### config.mk
export PLATFORM = sky130hd
export DESIGN_NAME = mem_stage_dmem_ctrl
export DESIGN_NICKNAME = d
export VERILOG_FILES = /design/src/rtl/dsd_pipe_pkg.sv /design/src/rtl/dmem_wait_timer.sv /design/src/rtl/mem_stage_dmem_ctrl.sv
export SDC_FILE = /design/constraint.sdc
export NUM_CORES = 1
export LEC_CHECK = 0
export CORE_MARGIN = 4
export CORE_UTILIZATION = 40
export CTS_CLUSTER_DIAMETER = 150
export DETAILED_ROUTE_END_ITERATION = 8
export GPL_TIMING_DRIVEN = 0
export PLACE_DENSITY = 0.86
export SLEW_MARGIN = 10
export SYNTH_ARGS = -nofsm -noshare
export SYNTH_HDL_FRONTEND = slang
export SYNTH_SLANG_ARGS = --single-unit
### constraint.sdc
create_clock -name clk -period 9.8 [get_ports clk]
set_clock_uncertainty 0.15 [all_clocks]
set_input_delay 1.47 -clock clk [delete_from_list [all_inputs] [get_ports clk]]
set_output_delay 1.47 -clock clk [all_outputs]
set_load 0.1 [all_outputs]
### src/rtl/dsd_pipe_pkg.sv
// Shared pipeline definitions: EX/MEM control bit positions, MEM-stage FSM states
// and the data word reported when a data-cache access is abandoned.
package dsd_pipe_pkg;

  localparam int CTRL_REGWRITE = 3;
  localparam int CTRL_MEMTOREG = 2;
  localparam int CTRL_MEMREAD  = 1;
  localparam int CTRL_MEMWRITE = 0;

  typedef enum logic [1:0] {
    S_IDLE = 2'd0,
    S_BUSY = 2'd1,
    S_DONE = 2'd2
  } state_t;

  localparam logic [31:0] TIMEOUT_DATA = 32'hDEAD_BEEF;

  function automatic logic is_memop(input logic [3:0] ctrl);
    return ctrl[CTRL_MEMREAD] | ctrl[CTRL_MEMWRITE];
  endfunction

  // MemRead together with MemWrite counts as a store, so a load needs MemWrite clear.
  function automatic logic is_load(input logic [3:0] ctrl);
    return ctrl[CTRL_MEMREAD] & ~ctrl[CTRL_MEMWRITE];
  endfunction

endpackage

### src/rtl/dmem_wait_timer.sv
// Counts wait cycles of an outstanding data-cache access and flags the cycle on
// which the configured limit is reached. TIMEOUT of 0 never expires.
module dmem_wait_timer #(
  parameter int unsigned TIMEOUT = 256,
  parameter int unsigned CNT_W   = 9
) (
  input  logic clk,
  input  logic rst,
  input  logic clear,
  input  logic enable,
  output logic expired
);

  localparam logic [CNT_W-1:0] LIMIT = (TIMEOUT == 0) ? '0 : CNT_W'(TIMEOUT - 1);

  logic [CNT_W-1:0] cnt;

  always_ff @(posedge clk or posedge rst) begin
    if (rst) begin
      cnt <= '0;
    end else if (clear) begin
      cnt <= '0;
    end else if (enable) begin
      cnt <= cnt + 1'b1;
    end
  end

  assign expired = (TIMEOUT != 0) && (cnt == LIMIT);

endmodule

### src/rtl/mem_stage_dmem_ctrl.sv
// MEM-stage data-memory controller: issues one word load/store at a time to the
// data cache, stalls the pipeline while it is outstanding and feeds MEM/WB.
module mem_stage_dmem_ctrl
  import dsd_pipe_pkg::*;
#(
  parameter int unsigned TIMEOUT = 256,
  parameter int unsigned CNT_W   = 9
) (
  input  logic        clk,
  input  logic        rst,
  input  logic [3:0]  ctrl_i,
  input  logic [31:0] ALUResult_i,
  input  logic [31:0] RS2data_i,
  input  logic [4:0]  RDaddr_i,
  input  logic        Stall_i,
  output logic        stall_o,
  output logic        dmem_req_o,
  output logic        dmem_we_o,
  output logic [29:0] dmem_addr_o,
  output logic [31:0] dmem_wdata_o,
  input  logic        dmem_ready_i,
  input  logic [31:0] dmem_rdata_i,
  output logic [1:0]  wb_ctrl_o,
  output logic [31:0] wb_alu_o,
  output logic [31:0] wb_mdata_o,
  output logic [4:0]  wb_rd_o,
  output logic        misalign_err_o,
  output logic        timeout_err_o
);

  state_t state, next_state;
  logic   memop, aligned, expired;
  logic   issue, complete, abort, misalign;

  assign memop   = is_memop(ctrl_i);
  assign aligned = (ALUResult_i[1:0] == 2'b00);

  assign wb_ctrl_o = {ctrl_i[CTRL_REGWRITE], ctrl_i[CTRL_MEMTOREG]};
  assign wb_alu_o  = ALUResult_i;
  assign wb_rd_o   = RDaddr_i;

  dmem_wait_timer #(
    .TIMEOUT (TIMEOUT),
    .CNT_W   (CNT_W)
  ) u_timer (
    .clk     (clk),
    .rst     (rst),
    .clear   (issue),
    .enable  ((state == S_BUSY) && !dmem_ready_i),
    .expired (expired)
  );

  always_ff @(posedge clk or posedge rst) begin
    if (rst) begin
      state <= S_IDLE;
    end else begin
      state <= next_state;
    end
  end

  // DONE waits for the external stall to lift so the held instruction is not reissued.
  always_comb begin
    next_state = state;
    stall_o    = 1'b0;
    issue      = 1'b0;
    complete   = 1'b0;
    abort      = 1'b0;
    misalign   = 1'b0;
    unique case (state)
      S_IDLE: begin
        if (memop) begin
          if (aligned) begin
            stall_o    = 1'b1;
            issue      = 1'b1;
            next_state = S_BUSY;
          end else begin
            misalign = 1'b1;
          end
        end
      end
      S_BUSY: begin
        stall_o = 1'b1;
        if (dmem_ready_i) begin
          complete   = 1'b1;
          next_state = S_DONE;
        end else if (expired) begin
          abort      = 1'b1;
          next_state = S_DONE;
        end
      end
      S_DONE: begin
        if (!Stall_i) begin
          next_state = S_IDLE;
        end
      end
      default: next_state = S_IDLE;
    endcase
  end

  always_ff @(posedge clk or posedge rst) begin
    if (rst) begin
      dmem_req_o     <= 1'b0;
      dmem_we_o      <= 1'b0;
      dmem_addr_o    <= '0;
      dmem_wdata_o   <= '0;
      wb_mdata_o     <= '0;
      misalign_err_o <= 1'b0;
      timeout_err_o  <= 1'b0;
    end else begin
      if (issue) begin
        dmem_req_o   <= 1'b1;
        dmem_we_o    <= ctrl_i[CTRL_MEMWRITE];
        dmem_addr_o  <= ALUResult_i[31:2];
        dmem_wdata_o <= RS2data_i;
      end
      if (complete || abort) begin
        dmem_req_o <= 1'b0;
      end
      if (complete && !dmem_we_o) begin
        wb_mdata_o <= dmem_rdata_i;
      end
      if (abort) begin
        wb_mdata_o    <= TIMEOUT_DATA;
        timeout_err_o <= 1'b1;
      end
      if (misalign) begin
        misalign_err_o <= 1'b1;
        if (is_load(ctrl_i)) begin
          wb_mdata_o <= '0;
        end
      end
    end
  end

endmodule

==> summary.log <==
[outcome] status completed
[timing] setup repair after global routing missed its margin false
[power] share of power burned in registers 25.6%
[cts] TritonCTS clock tree done
[timing] transition time of the tightest slew-check pin 1.10 ns
[global_routing] total global routing track utilization 19.2%
[critical_path] reg2reg end wb_mdata_o[20]$_DFF_PP0_
[timing] number of pins with negative max-slew slack in the final report 0
[power] relative contribution of the clock network to total power 14.5%
[critical_path] data arrival time at the worst-slack endpoint 3.68 ns
[global_routing] antenna violations before repair 0
[cells_and_area] commonest cells after routing, fill and taps aside sky130_fd_sc_hd__clkdlybuf4s50_1, sky130_fd_sc_hd__dfrtp_1, sky130_fd_sc_hd__nand2_1
[cts] clock slew at the register clock pins of the worst setup and hold paths 0.07 ns
[cells_and_area] fillers 852
[critical_path] RR Startpoint u_timer.cnt[0]$_DFFE_PP0P_
[synth] Yosys Warn Count 0
[placement] HPWL after DPL 10.3 mm
[synth] sequential cell area fraction in the yosys report 58.9%
[synth] Syn Area/Cell 11.8 um^2
[cells_and_area] layout overhead on the synthesized area 62.7%
[global_routing] total grt overflow 0
[floorplan] die extent in y 116 um
[cells_and_area] # diodes 0
[cells_and_area] number of nets in the final layout 754
[floorplan] total core area 0.0114 mm^2
[cts] number of buffers inserted by post-CTS setup repair 0
[critical_path] critical path data required time 8.18 ns
[routing] remaining antenna violation count 0
[power] reported leakage power 3.19 nW
[timing] number of failing hold endpoints at the final stage 0
[min_path] endpoint with the worst hold slack timeout_err_o$_DFFE_PP0P_
[cts] number of hold buffers added after CTS 0
[timing] number of failing setup endpoints in the final timing report 0
[cells_and_area] post-route cell area 0.00754 mm^2
[timing] worst slew margin relative to its limit 26.0%
[timing] worst setup margin 4.50 ns
[critical_path] category of the worst setup path capture point primary output
[cells_and_area] most common library cell in the layout ignoring fill and taps sky130_fd_sc_hd__clkdlybuf4s50_1
[cts] number of buffers created by CTS 9
[critical_path] Max FO, Critical Path 6
[floorplan] starting density of the core 40.7%
[synth] Netlist cell types 29
[power] PwrDens 336 mW/mm^2
[synth] flop and latch count out of synthesis 109
[placement] cell area after placement 0.00723 mm^2
[cts] clock latency reported for the late side of the worst-skew pair 0.34 ns
[routing] number of vias per cell 4.90
[cts] Post-CTS Resized 0
[timing] sum of negative setup slack 0 ns
[timing] clock period minus final worst setup slack 5.30 ns
[timing] f_max 189 MHz
[routing] count of unresolved DRC violations after routing 0
[routing] router iterations before antenna repair 4
[cts] Sink Count 109
[synth] count of mapped cells out of synthesis 392
[power] Switching Power 1.39 mW
[power] switching share of total power 54.8%
[power] cell internal power dissipation 1.14 mW
[placement] worst setup slack before clock tree synthesis 4.49 ns
[floorplan] DIE AREA 0.0134 mm^2
[routing] total wire length after detailed routing 13.2 mm
[placement] Buffers on Ports 239
[power] combinational share of power 59.9%
[flow_run] Max Cap Viol 0
[routing] DR WL/cell 16.6 um
[min_path] min-delay worst type flip-flop to flip-flop
[global_routing] global-route wire length before repair 19.9 mm
[cts] number of buffers on the longest clock path 2
[min_path] start point of the worst min-delay path timeout_err_o$_DFFE_PP0P_
[floorplan] I/O pin count 247
[global_routing] pin count of the biggest net entering global routing 61
[floorplan] die width 116 um
[synth] syn_nets 503
[routing] count of routing violations after the opening detailed-route iteration 229
[synth] post-synth design cell area 0.00463 mm^2
[critical_path] internal reg-to-reg setup slack 7.32 ns
[power] worst-case vdd ir drop 0.242 mV
[floorplan] row count 39
[cts] H-tree depth 3
[critical_path] critical path start-end classification input port to primary output
[critical_path] worst r2r path cells 8
[power] total power draw 2.53 mW
[timing] share of the cycle needed by the critical path after routing 54.0%
[global_routing] number of global-route vias before repair 3984
[cts] CTS root buffer sky130_fd_sc_hd__clkbuf_16
[cells_and_area] proportion of layout cells with a drive suffix above 1 20.2%
[min_path] Hold Path Stages 1
[placement] last weighted congestion value of the routability-driven placer 0.794
[routing] number of vias in the routed layout 3878
[critical_path] nature of the critical path startpoint input port
==> flip-flops by register name, indices dropped and copies added (netlist names) <==
signal	flops
timeout_err_o	1
dmem_wdata_o	32
state	2
dmem_req_o	1
dmem_addr_o	30
u_timer.cnt	9
misalign_err_o	1
dmem_we_o	1
wb_mdata_o	32
==> metal layers <==
metal	global-route usage, %	vias to the layer above	share of wire, %
li1	-	1799	-
met1	21.4	1901	36
met2	34.7	156	53
met3	5.59	22	8.3
met4	7.43	0	2.3
met5	0	-	0
==> synth_stat cells <==
library cell	count	share of area, %
sky130_fd_sc_hd__nor4bb_1	1	0.22
sky130_fd_sc_hd__buf_2	8	0.86
sky130_fd_sc_hd__buf_4	39	6.3
sky130_fd_sc_hd__a31oi_1	24	3.2
sky130_fd_sc_hd__o21bai_1	1	0.16
sky130_fd_sc_hd__ha_1	2	0.54
sky130_fd_sc_hd__or3_1	4	0.54
sky130_fd_sc_hd__or4_1	3	0.49
sky130_fd_sc_hd__dfrtp_1	109	59
sky130_fd_sc_hd__o31ai_1	4	0.65
sky130_fd_sc_hd__nor3_1	1	0.11
sky130_fd_sc_hd__nand2_1	69	5.6
sky130_fd_sc_hd__clkbuf_2	1	0.11
sky130_fd_sc_hd__nor2_1	7	0.57
sky130_fd_sc_hd__or3b_1	1	0.19
sky130_fd_sc_hd__nand3_1	6	0.65
sky130_fd_sc_hd__xor2_1	1	0.19
sky130_fd_sc_hd__mux2_2	63	15
sky130_fd_sc_hd__o21a_1	1	0.16
sky130_fd_sc_hd__or4bb_1	2	0.49
sky130_fd_sc_hd__and3_1	1	0.14
sky130_fd_sc_hd__inv_1	4	0.32
sky130_fd_sc_hd__or2_2	3	0.41
sky130_fd_sc_hd__nand2b_1	2	0.27
sky130_fd_sc_hd__a21oi_1	16	1.7
sky130_fd_sc_hd__nand4_1	1	0.14
sky130_fd_sc_hd__o21ai_0	4	0.43
sky130_fd_sc_hd__clkbuf_1	13	1.1
sky130_fd_sc_hd__mux2i_1	1	0.22
==> final cells by class <==
class / count / area (um^2) / area share (%)
plain buffers: 61 / 387 / 5.13
flip-flops and latches: 109 / 2730 / 36.2
repair buffers: 240 / 2420 / 32.1
clock inverters: 5 / 58.8 / 0.780
inverters: 4 / 20.0 / 0.266
multi-input cells: 218 / 1500 / 19.9
clock buffers: 11 / 243 / 3.22
well taps: 143 / 179 / 2.37
==> metrics by stage <==
step	hold slack, ns	instances	util, %
3_5_place_dp	0.301	775	63.6
5_1_grt	0.370	791	66.3
2_1_floorplan	0.351	392	-
6_report	0.319	791	66.3
4_1_cts	0.322	791	66.3
3_3_place_gp	0.305	774	63.3
==> worst max path at each step <==
stage	from	endpoint	slack (ns)
floorplan	ALUResult_i[1]	stall_o	5.12
global placement	rst	dmem_wdata_o[10]$_DFFE_PP0N_	3.86
detailed placement	ALUResult_i[1]	stall_o	4.49
CTS	ALUResult_i[1]	stall_o	4.49
global route	ALUResult_i[1]	stall_o	4.44
finish	ALUResult_i[1]	stall_o	4.50
==> logic make-up after synthesis <==
| group | share of synthesized area [%] |
|---|---|
| AOI/OAI and AO/OA | 6.38 |
| and+or+nand+nor | 9.78 |
| muxes | 15.5 |
| xor gates and xnor gates | 0.189 |
| adders and majority gates | 0.540 |
| buffers and inverters | 8.67 |
| DFF | 58.9 |
==> critical path: stages <==
cell	delay (ns)
sky130_fd_sc_hd__clkdlybuf4s50_1	0.48
sky130_fd_sc_hd__nor2_1	0.35
sky130_fd_sc_hd__a21oi_1	0.11
sky130_fd_sc_hd__nor2_1	0.10
sky130_fd_sc_hd__clkdlybuf4s50_1	1.15
==> power by group through the flow <==
stage | Sequential (mW) | Clock (mW) | Combinational (mW)
CTS | 0.648 | 0.377 | 1.52
detailed placement | 0.655 | 0 | 1.52
floorplan | 1.56 | 0 | 0.235
global route | 0.665 | 0.397 | 1.55
finish | 0.648 | 0.367 | 1.52
global placement | 0.646 | 0 | 1.51
Note: power is estimated with default switching activity, not from simulation.
